===== src/rtl/rwc_sweep_if.sv =====
// rwc_sweep_if: all handshake and data signals of rwc_sweep, grouped into one bundle.
//   master : the sweep sequencer. It drives the challenge side toward rwc_ctrl, the response
//            word stream and the status flags.
//   slave  : everything around it, meaning the control source, rwc_ctrl and the readout sink.
// Signals:
//   start, base_addr, chal_data             sweep control into the sequencer
//   gen_enable, cha_addr, cha_data          challenge issue to rwc_ctrl
//   available, rsp_pos, rsp_neg             collision status and responses from rwc_ctrl
//   rsp_word, rsp_valid, rsp_ready          packed response words, valid/ready handshake
//   busy, done, err                         sweep status
interface rwc_sweep_if;
  logic        start;
  logic [9:0]  base_addr;
  logic [31:0] chal_data;
  logic        gen_enable;
  logic [9:0]  cha_addr;
  logic [31:0] cha_data;
  logic        available;
  logic [31:0] rsp_pos;
  logic [31:0] rsp_neg;
  logic [31:0] rsp_word;
  logic        rsp_valid;
  logic        rsp_ready;
  logic        busy;
  logic        done;
  logic        err;

  modport master (
    input  start, base_addr, chal_data, available, rsp_pos, rsp_neg, rsp_ready,
    output gen_enable, cha_addr, cha_data, rsp_word, rsp_valid, busy, done, err
  );

  modport slave (
    output start, base_addr, chal_data, available, rsp_pos, rsp_neg, rsp_ready,
    input  gen_enable, cha_addr, cha_data, rsp_word, rsp_valid, busy, done, err
  );
endinterface


===== src/rtl/rwc_sweep.sv =====
// rwc_sweep: challenge sequencer and response collector that sits in front of rwc_ctrl.
// A start pulse launches a sweep. The sweep issues NUM_CHAL challenges to consecutive addresses,
// beginning at base_addr and wrapping at 1024. For each collision it folds rsp_pos/rsp_neg
// into a single parity bit and packs those bits LSB-first into 32-bit words. Each word leaves
// over a valid/ready handshake.
// Ports:
//   clk  - single clock (shared with rwc_ctrl)
//   rst  - asynchronous active-low reset
//   bus  - rwc_sweep_if.master carrying control, challenge, response and status signals
// Parameters:
//   NUM_CHAL - challenges per sweep (1..1023)
//   SETTLE   - cycles waited after available re-asserts before sampling (>=1)
//   TIMEOUT  - cycle bound on ISSUE / WAIT_LO / WAIT_HI before the sweep aborts (>=4)
module rwc_sweep #(
  parameter int unsigned NUM_CHAL = 32,
  parameter int unsigned SETTLE   = 2,
  parameter int unsigned TIMEOUT  = 64
) (
  input logic          clk,
  input logic          rst,
  rwc_sweep_if.master  bus
);

  typedef enum logic [2:0] {
    StIdle, StIssue, StWaitLo, StWaitHi, StSettle, StCapture, StEmit
  } state_e;

  localparam int unsigned    TmoW     = $clog2(TIMEOUT);
  localparam int unsigned    SetW     = (SETTLE > 1) ? $clog2(SETTLE) : 1;
  localparam logic [TmoW-1:0] TmoLoad = TmoW'(TIMEOUT - 1);
  localparam logic [SetW-1:0] SetLoad = SetW'(SETTLE - 1);
  localparam logic [9:0]     LastChal = 10'(NUM_CHAL);

  state_e          state_q;
  logic            gen_q;
  logic [9:0]      addr_q;
  logic [31:0]     data_q;
  logic [31:0]     word_q;
  logic            valid_q;
  logic            busy_q;
  logic            done_q;
  logic            err_q;
  logic [5:0]      bit_cnt_q;
  logic [9:0]      chal_cnt_q;
  logic [TmoW-1:0] tmo_q;
  logic [SetW-1:0] set_q;

  logic rsp_bit;
  logic evt;
  logic waiting;
  logic abort;
  logic word_full;
  logic sweep_last;

  assign rsp_bit    = ^(bus.rsp_pos ^ bus.rsp_neg);
  assign word_full  = (bit_cnt_q == 6'd31);
  assign sweep_last = ((chal_cnt_q + 10'd1) == LastChal);

  // Event each waiting state is looking for; if it is absent, the timeout counter runs down.
  always_comb begin
    evt = 1'b0;
    unique case (state_q)
      StIssue:  evt = bus.available;
      StWaitLo: evt = !bus.available;
      StWaitHi: evt = bus.available;
      default:  evt = 1'b0;
    endcase
  end

  assign waiting = (state_q == StIssue) || (state_q == StWaitLo) || (state_q == StWaitHi);
  assign abort   = waiting && !evt && (tmo_q == '0);

  always_ff @(posedge clk or negedge rst) begin
    if (!rst) begin
      state_q    <= StIdle;
      gen_q      <= 1'b0;
      addr_q     <= '0;
      data_q     <= '0;
      word_q     <= '0;
      valid_q    <= 1'b0;
      busy_q     <= 1'b0;
      done_q     <= 1'b0;
      err_q      <= 1'b0;
      bit_cnt_q  <= '0;
      chal_cnt_q <= '0;
      tmo_q      <= '0;
      set_q      <= '0;
    end else begin
      gen_q  <= 1'b0;
      done_q <= 1'b0;
      if (abort) begin
        // Abandon the sweep and drop any partial word.
        err_q   <= 1'b1;
        done_q  <= 1'b1;
        valid_q <= 1'b0;
        word_q  <= '0;
        busy_q  <= 1'b0;
        state_q <= StIdle;
      end else begin
        unique case (state_q)
          StIdle: begin
            if (bus.start) begin
              addr_q     <= bus.base_addr;
              data_q     <= bus.chal_data;
              err_q      <= 1'b0;
              bit_cnt_q  <= '0;
              chal_cnt_q <= '0;
              word_q     <= '0;
              busy_q     <= 1'b1;
              tmo_q      <= TmoLoad;
              state_q    <= StIssue;
            end
          end
          StIssue: begin
            if (evt) begin
              gen_q   <= 1'b1;
              tmo_q   <= TmoLoad;
              state_q <= StWaitLo;
            end else begin
              tmo_q <= tmo_q - 1'b1;
            end
          end
          StWaitLo: begin
            if (evt) begin
              tmo_q   <= TmoLoad;
              state_q <= StWaitHi;
            end else begin
              tmo_q <= tmo_q - 1'b1;
            end
          end
          StWaitHi: begin
            if (evt) begin
              set_q   <= SetLoad;
              state_q <= StSettle;
            end else begin
              tmo_q <= tmo_q - 1'b1;
            end
          end
          StSettle: begin
            if (set_q == '0) begin
              state_q <= StCapture;
            end else begin
              set_q <= set_q - 1'b1;
            end
          end
          StCapture: begin
            word_q[bit_cnt_q[4:0]] <= rsp_bit;
            bit_cnt_q              <= bit_cnt_q + 6'd1;
            chal_cnt_q             <= chal_cnt_q + 10'd1;
            addr_q                 <= addr_q + 10'd1;
            if (word_full || sweep_last) begin
              valid_q <= 1'b1;
              state_q <= StEmit;
            end else begin
              tmo_q   <= TmoLoad;
              state_q <= StIssue;
            end
          end
          StEmit: begin
            if (bus.rsp_ready) begin
              valid_q   <= 1'b0;
              word_q    <= '0;
              bit_cnt_q <= '0;
              if (chal_cnt_q < LastChal) begin
                tmo_q   <= TmoLoad;
                state_q <= StIssue;
              end else begin
                done_q  <= 1'b1;
                busy_q  <= 1'b0;
                state_q <= StIdle;
              end
            end
          end
          default: state_q <= StIdle;
        endcase
      end
    end
  end

  assign bus.gen_enable = gen_q;
  assign bus.cha_addr   = addr_q;
  assign bus.cha_data   = data_q;
  assign bus.rsp_word   = word_q;
  assign bus.rsp_valid  = valid_q;
  assign bus.busy       = busy_q;
  assign bus.done       = done_q;
  assign bus.err        = err_q;

endmodule


===== src/flat_wrapper.sv =====
// flat-port wrapper written by rule: the top's interface ports become plain ports
module rwc_sweep_flat 
#(
  parameter int unsigned NUM_CHAL = 32,
  parameter int unsigned SETTLE   = 2,
  parameter int unsigned TIMEOUT  = 64
)
  (clk, rst, bus_start, bus_base_addr, bus_chal_data, bus_available, bus_rsp_pos, bus_rsp_neg, bus_rsp_ready, bus_gen_enable, bus_cha_addr, bus_cha_data, bus_rsp_word, bus_rsp_valid, bus_busy, bus_done, bus_err);
  rwc_sweep_if bus_i ();
  input logic clk;
  input logic rst;
  input wire logic [$bits(bus_i.start)-1:0] bus_start;
  input wire logic [$bits(bus_i.base_addr)-1:0] bus_base_addr;
  input wire logic [$bits(bus_i.chal_data)-1:0] bus_chal_data;
  input wire logic [$bits(bus_i.available)-1:0] bus_available;
  input wire logic [$bits(bus_i.rsp_pos)-1:0] bus_rsp_pos;
  input wire logic [$bits(bus_i.rsp_neg)-1:0] bus_rsp_neg;
  input wire logic [$bits(bus_i.rsp_ready)-1:0] bus_rsp_ready;
  output wire logic [$bits(bus_i.gen_enable)-1:0] bus_gen_enable;
  output wire logic [$bits(bus_i.cha_addr)-1:0] bus_cha_addr;
  output wire logic [$bits(bus_i.cha_data)-1:0] bus_cha_data;
  output wire logic [$bits(bus_i.rsp_word)-1:0] bus_rsp_word;
  output wire logic [$bits(bus_i.rsp_valid)-1:0] bus_rsp_valid;
  output wire logic [$bits(bus_i.busy)-1:0] bus_busy;
  output wire logic [$bits(bus_i.done)-1:0] bus_done;
  output wire logic [$bits(bus_i.err)-1:0] bus_err;
  assign bus_i.start = bus_start;
  assign bus_i.base_addr = bus_base_addr;
  assign bus_i.chal_data = bus_chal_data;
  assign bus_i.available = bus_available;
  assign bus_i.rsp_pos = bus_rsp_pos;
  assign bus_i.rsp_neg = bus_rsp_neg;
  assign bus_i.rsp_ready = bus_rsp_ready;
  assign bus_gen_enable = bus_i.gen_enable;
  assign bus_cha_addr = bus_i.cha_addr;
  assign bus_cha_data = bus_i.cha_data;
  assign bus_rsp_word = bus_i.rsp_word;
  assign bus_rsp_valid = bus_i.rsp_valid;
  assign bus_busy = bus_i.busy;
  assign bus_done = bus_i.done;
  assign bus_err = bus_i.err;
  rwc_sweep #(.NUM_CHAL(NUM_CHAL), .SETTLE(SETTLE), .TIMEOUT(TIMEOUT)) u_core (.clk(clk), .rst(rst), .bus(bus_i));
endmodule

===== config.mk =====
export PLATFORM = sky130hd
export DESIGN_NAME = rwc_sweep_flat
export DESIGN_NICKNAME = d
export VERILOG_FILES = /design/src/rtl/rwc_sweep_if.sv /design/src/rtl/rwc_sweep.sv /design/src/flat_wrapper.sv
export SDC_FILE = /design/constraint.sdc
export NUM_CORES = 1
export LEC_CHECK = 0
export ABC_AREA = 1
export CORE_UTILIZATION = 30
export CTS_BUF_LIST = sky130_fd_sc_hd__clkbuf_16
export CTS_CLUSTER_SIZE = 30
export DETAILED_ROUTE_END_ITERATION = 16
export GPL_TIMING_DRIVEN = 0
export SLEW_MARGIN = 20
export SYNTH_ARGS = -nofsm -noshare
export SYNTH_HDL_FRONTEND = slang
export SYNTH_SLANG_ARGS = --single-unit

===== constraint.sdc =====
create_clock -name clk -period 2.02 [get_ports clk]
set_input_delay 0.303 -clock clk [delete_from_list [all_inputs] [get_ports clk]]
set_output_delay 0.303 -clock clk [all_outputs]
set_load 0.02 [all_outputs]

==> impl_results.rst <==
.. list-table::
   :header-rows: 1

   * - Metric
     - Value
   * - Setup repair after global routing missed its margin
     - true
   * - Number of antenna violations at the first check in global routing
     - 0
   * - Syn_area_per_cell
     - 6.28 µm²
   * - Count of inserted antenna diode cells
     - 0
   * - GPL Wtd Cong
     - 0.824
   * - DRT Pass-1 Iters
     - 5
   * - Clock tree buffer depth
     - 2
   * - TritonCTS sink count
     - 105
   * - Pin count of the biggest net entering global routing
     - 74
   * - Commonest cells in the synthesized netlist
     - nand2_1 (580), inv_1 (116), dfrtp_1 (105), nand3_1 (65), nor2_1 (63)
   * - Net switching power of the design
     - 0.00435 W
   * - Slew Viols, Final
     - 0
   * - Top-level I/O count
     - 190
   * - Number of buffer cells added on primary ports
     - 189
   * - Initial standard-cell utilization of the core
     - 0.306
   * - Share of flip-flops with an asynchronous set or reset
     - 1.00
   * - Sum of routed wire length over all layers
     - 18.8 mm
   * - DP HPWL
     - 14.1 mm
   * - Synthesized instance count
     - 1107
   * - Post-route DRC
     - 0
   * - Skew-Pair Late Insertion Delay
     - 0.34 ns
   * - Die extent in y
     - 154 µm
   * - Aggregate global-route resource usage
     - 0.157
   * - Flop pwr share
     - 0.294
   * - Power per cell area
     - 1050 nW/µm²
   * - Synth Register Bits
     - 105
   * - Signal arrival time at the worst endpoint
     - 2.26 ns
   * - Relative max-transition margin
     - 0.685
   * - Synth area leader
     - dfrtp_1
   * - Setup Slack @ Placement
     - -0.753 ns
   * - Clock slew seen by the registers of the worst setup and hold paths
     - 0.07 ns
   * - Final critical-path share of the clock period
     - 0.979
   * - Capturing element type of the critical path
     - register
   * - Overall power
     - 0.0106 W
   * - Mean routed wirelength per cell
     - 11.7 µm
   * - Nets in the synthesized netlist
     - 1225
   * - Minimum period implied by the final worst setup slack
     - 1.98 ns
   * - Kind of launch point of the worst setup path
     - register
   * - Switching fraction of total power
     - 0.411
   * - Post-route cell area
     - 10100 µm²
   * - Worst hold-check path type
     - in2async
   * - Total Neg Setup Slack
     - 0 ns
   * - Count of flip-flops with a built-in enable after synthesis
     - 0
   * - CTS Buf Count
     - 9
   * - Final number of setup-violating endpoints
     - 0
   * - Measured slew at the worst slew-check pin
     - 0.473 ns
   * - Area of the multi-input gates
     - 3940 µm²
   * - Site Rows
     - 55
   * - Total number of vias
     - 7247
   * - Final WS setup
     - 0.0417 ns
   * - Horizontal die dimension
     - 154 µm
   * - Synthesis-to-finish area growth
     - 44.7%
   * - Clock network fraction of total power
     - 0.189
   * - Internal Dissipation
     - 0.00624 W
   * - Vias in the first global route
     - 6711
   * - Drt first-iter violations
     - 276
   * - Global-route wire length before repair
     - 30.9 mm
   * - Synthesized area
     - 6950 µm²
   * - Antenna violation net count after detailed routing
     - 0
   * - Number of nets in the finished design
     - 1441
   * - Area of all sequential standard cells
     - 2630 µm²
   * - Fraction of post-synthesis cell area in the top cell type by area
     - 0.378
   * - Type of the worst setup path
     - reg2reg
   * - Leading register cell type out of synthesis
     - dfrtp_1
   * - Result of the run
     - completed
   * - Number of warnings reported in the yosys synthesis log
     - 0
   * - Final clock skew
     - 0.0107 ns
   * - Peak supply drop
     - 622 µV
   * - TritonCTS clock tree
     - done
   * - Fraction of final layout cells sized beyond drive strength 1
     - 0.0904
   * - Crit-path max FO
     - 6
   * - Count of H-tree levels built during CTS
     - 3
   * - Number of fillers in the final layout
     - 2372
   * - Final hold viol count
     - 0
   * - Leakage Power
     - 5.51 nW
   * - Max-cap viol count
     - 0
   * - Die area
     - 23800 µm²
   * - Post-placement cell area
     - 9230 µm²
   * - Data required time at the worst endpoint
     - 2.30 ns
   * - Core box area
     - 22700 µm²
   * - Global route overflow
     - 0
   * - Clk root buf
     - clkbuf_16
   * - Sequential fraction of the synthesis area
     - 0.378
   * - Most common cell in the netlist
     - nand2_1
   * - Average vias per placed instance
     - 4.49
   * - Synth top area cells
     - dfrtp_1 (38%), nand2_1 (31%), inv_1 (6.3%)
   * - Achievable frequency
     - 505 MHz
   * - Combinational cell fraction of total power
     - 0.517
   * - Count of cell types in the netlist
     - 37
==> through the flow <==
| stage | util | std cells | hold WS, ns |
|---|---|---|---|
| final | 0.443 | 1613 | 0.416 |
| after detailed placement | 0.406 | 1582 | 0.215 |
| after floorplan | - | 1107 | 0.00741 |
| after CTS | 0.423 | 1601 | 0.420 |
| after global routing | 0.443 | 1613 | 0.444 |
| after global placement | 0.405 | 1581 | 0.453 |
==> timing repair <==
action / in CTS / in global routing
pin swaps: 2 / 19
gates resized for setup: 8 / 118
hold buffers: 1 / 0
endpoints found under the hold margin: 32 / 0
buffers inserted: 2 / 6
cloned: 0 / 6
endpoints found under the setup margin: 93 / 57
==> power by group through the flow <==
| stage | sequential, W | combinational [W] | clock (W) |
|---|---|---|---|
| 2_1_floorplan | 0.00363 | 0.00263 | 0 |
| 3_3_place_gp | 0.00313 | 0.00502 | 0 |
| 3_5_place_dp | 0.00313 | 0.00510 | 0 |
| 4_1_cts | 0.00310 | 0.00515 | 0.00207 |
| 5_1_grt | 0.00320 | 0.00609 | 0.00215 |
| 6_report | 0.00311 | 0.00547 | 0.00201 |
==> sequential cells by signal, indices dropped and copies added, names as in the netlist <==
register,flops
u_core.bus.rsp_word,32
u_core.bit_cnt_q,6
u_core.tmo_q,6
u_core.state_q,3
u_core.bus.rsp_valid,1
u_core.bus.cha_data,32
u_core.bus.done,1
u_core.bus.cha_addr,10
u_core.chal_cnt_q,10
u_core.set_q,1
u_core.bus.gen_enable,1
u_core.bus.busy,1
u_core.bus.err,1
==> final timing paths <==
check	cells after the start	endpoint	slack, ns	startpoint
min	2	u_core.bus.cha_addr[2]$_DFFE_PN0P_	0.42	rst
max in group asynchronous	3	u_core.state_q[1]$_DFFE_PN0P_	0.93	rst
max reg2reg	14	u_core.tmo_q[0]$_DFFE_PN0P_	0.04	u_core.chal_cnt_q[1]$_DFFE_PN0P_
max	14	u_core.tmo_q[0]$_DFFE_PN0P_	0.04	u_core.chal_cnt_q[1]$_DFFE_PN0P_
min in group clk	2	u_core.bus.cha_data[20]$_DFFE_PN0P_	0.47	u_core.bus.cha_data[20]$_DFFE_PN0P_
min reg2reg	2	u_core.bus.cha_data[20]$_DFFE_PN0P_	0.47	u_core.bus.cha_data[20]$_DFFE_PN0P_
==> routing by layer <==
metal  global-route usage  vias to the layer above  wire length, µm
li1                     -                     3821                -
met1                0.204                     3276             8780
met2                0.267                      136             8930
met3               0.0350                       14              924
met4               0.0305                        0              205
met5                    0                        -                0
==> worst max-delay path, stage by stage (launching register included) <==
cell and delay [ns]:
dfrtp_1 0.38, ha_2 0.21, nand2_2 0.06, inv_2 0.09, nand2_4 0.07, nor2_4 0.13, nand2_1 0.07, xor2_1 0.15
nor3_1 0.18, nand2_1 0.12, nand2_2 0.14, nand2_4 0.11, nand2_8 0.10, nand2_2 0.05, nand2_1 0.05
==> placed cells by master (no fill, tap or decap), types with 12 or more instances in the layout <==
cell	netlist	routed
buf_6	3	12
clkdlybuf4s50_1	0	153
dfrtp_1	105	105
dlymetal6s2s_1	0	35
inv_1	116	107
inv_2	5	13
nand2_1	580	564
nand2_2	4	17
nand3_1	65	63
nor2_1	63	57
o21ai_0	37	35
o21ai_1	22	24
==> kinds of logic (layout without fill, tap and decap cells) <==
kind of cell,Yosys count,after routing,share of synthesized area
buffers and inverters,150,370,0.0870
AND/OR/NAND/NOR,734,735,0.421
AO/OA/AOI/OAI,86,86,0.0693
flip-flops,105,105,0.378
XOR/XNOR,25,25,0.0315
adder cells (fa/ha/maj),7,7,0.0126
==> layout make-up <==
| class | instances | area share |
|---|---|---|
| inverter | 122 | 0.0463 |
| buffer | 28 | 0.0181 |
| timing repair buffer | 204 | 0.213 |
| clock inverter | 7 | 0.0116 |
| tap | 285 | 0.0355 |
| multi-input combinational | 853 | 0.392 |
| sequential | 105 | 0.261 |
| clock buffer | 9 | 0.0224 |
Power figures use the tool's default switching activity.
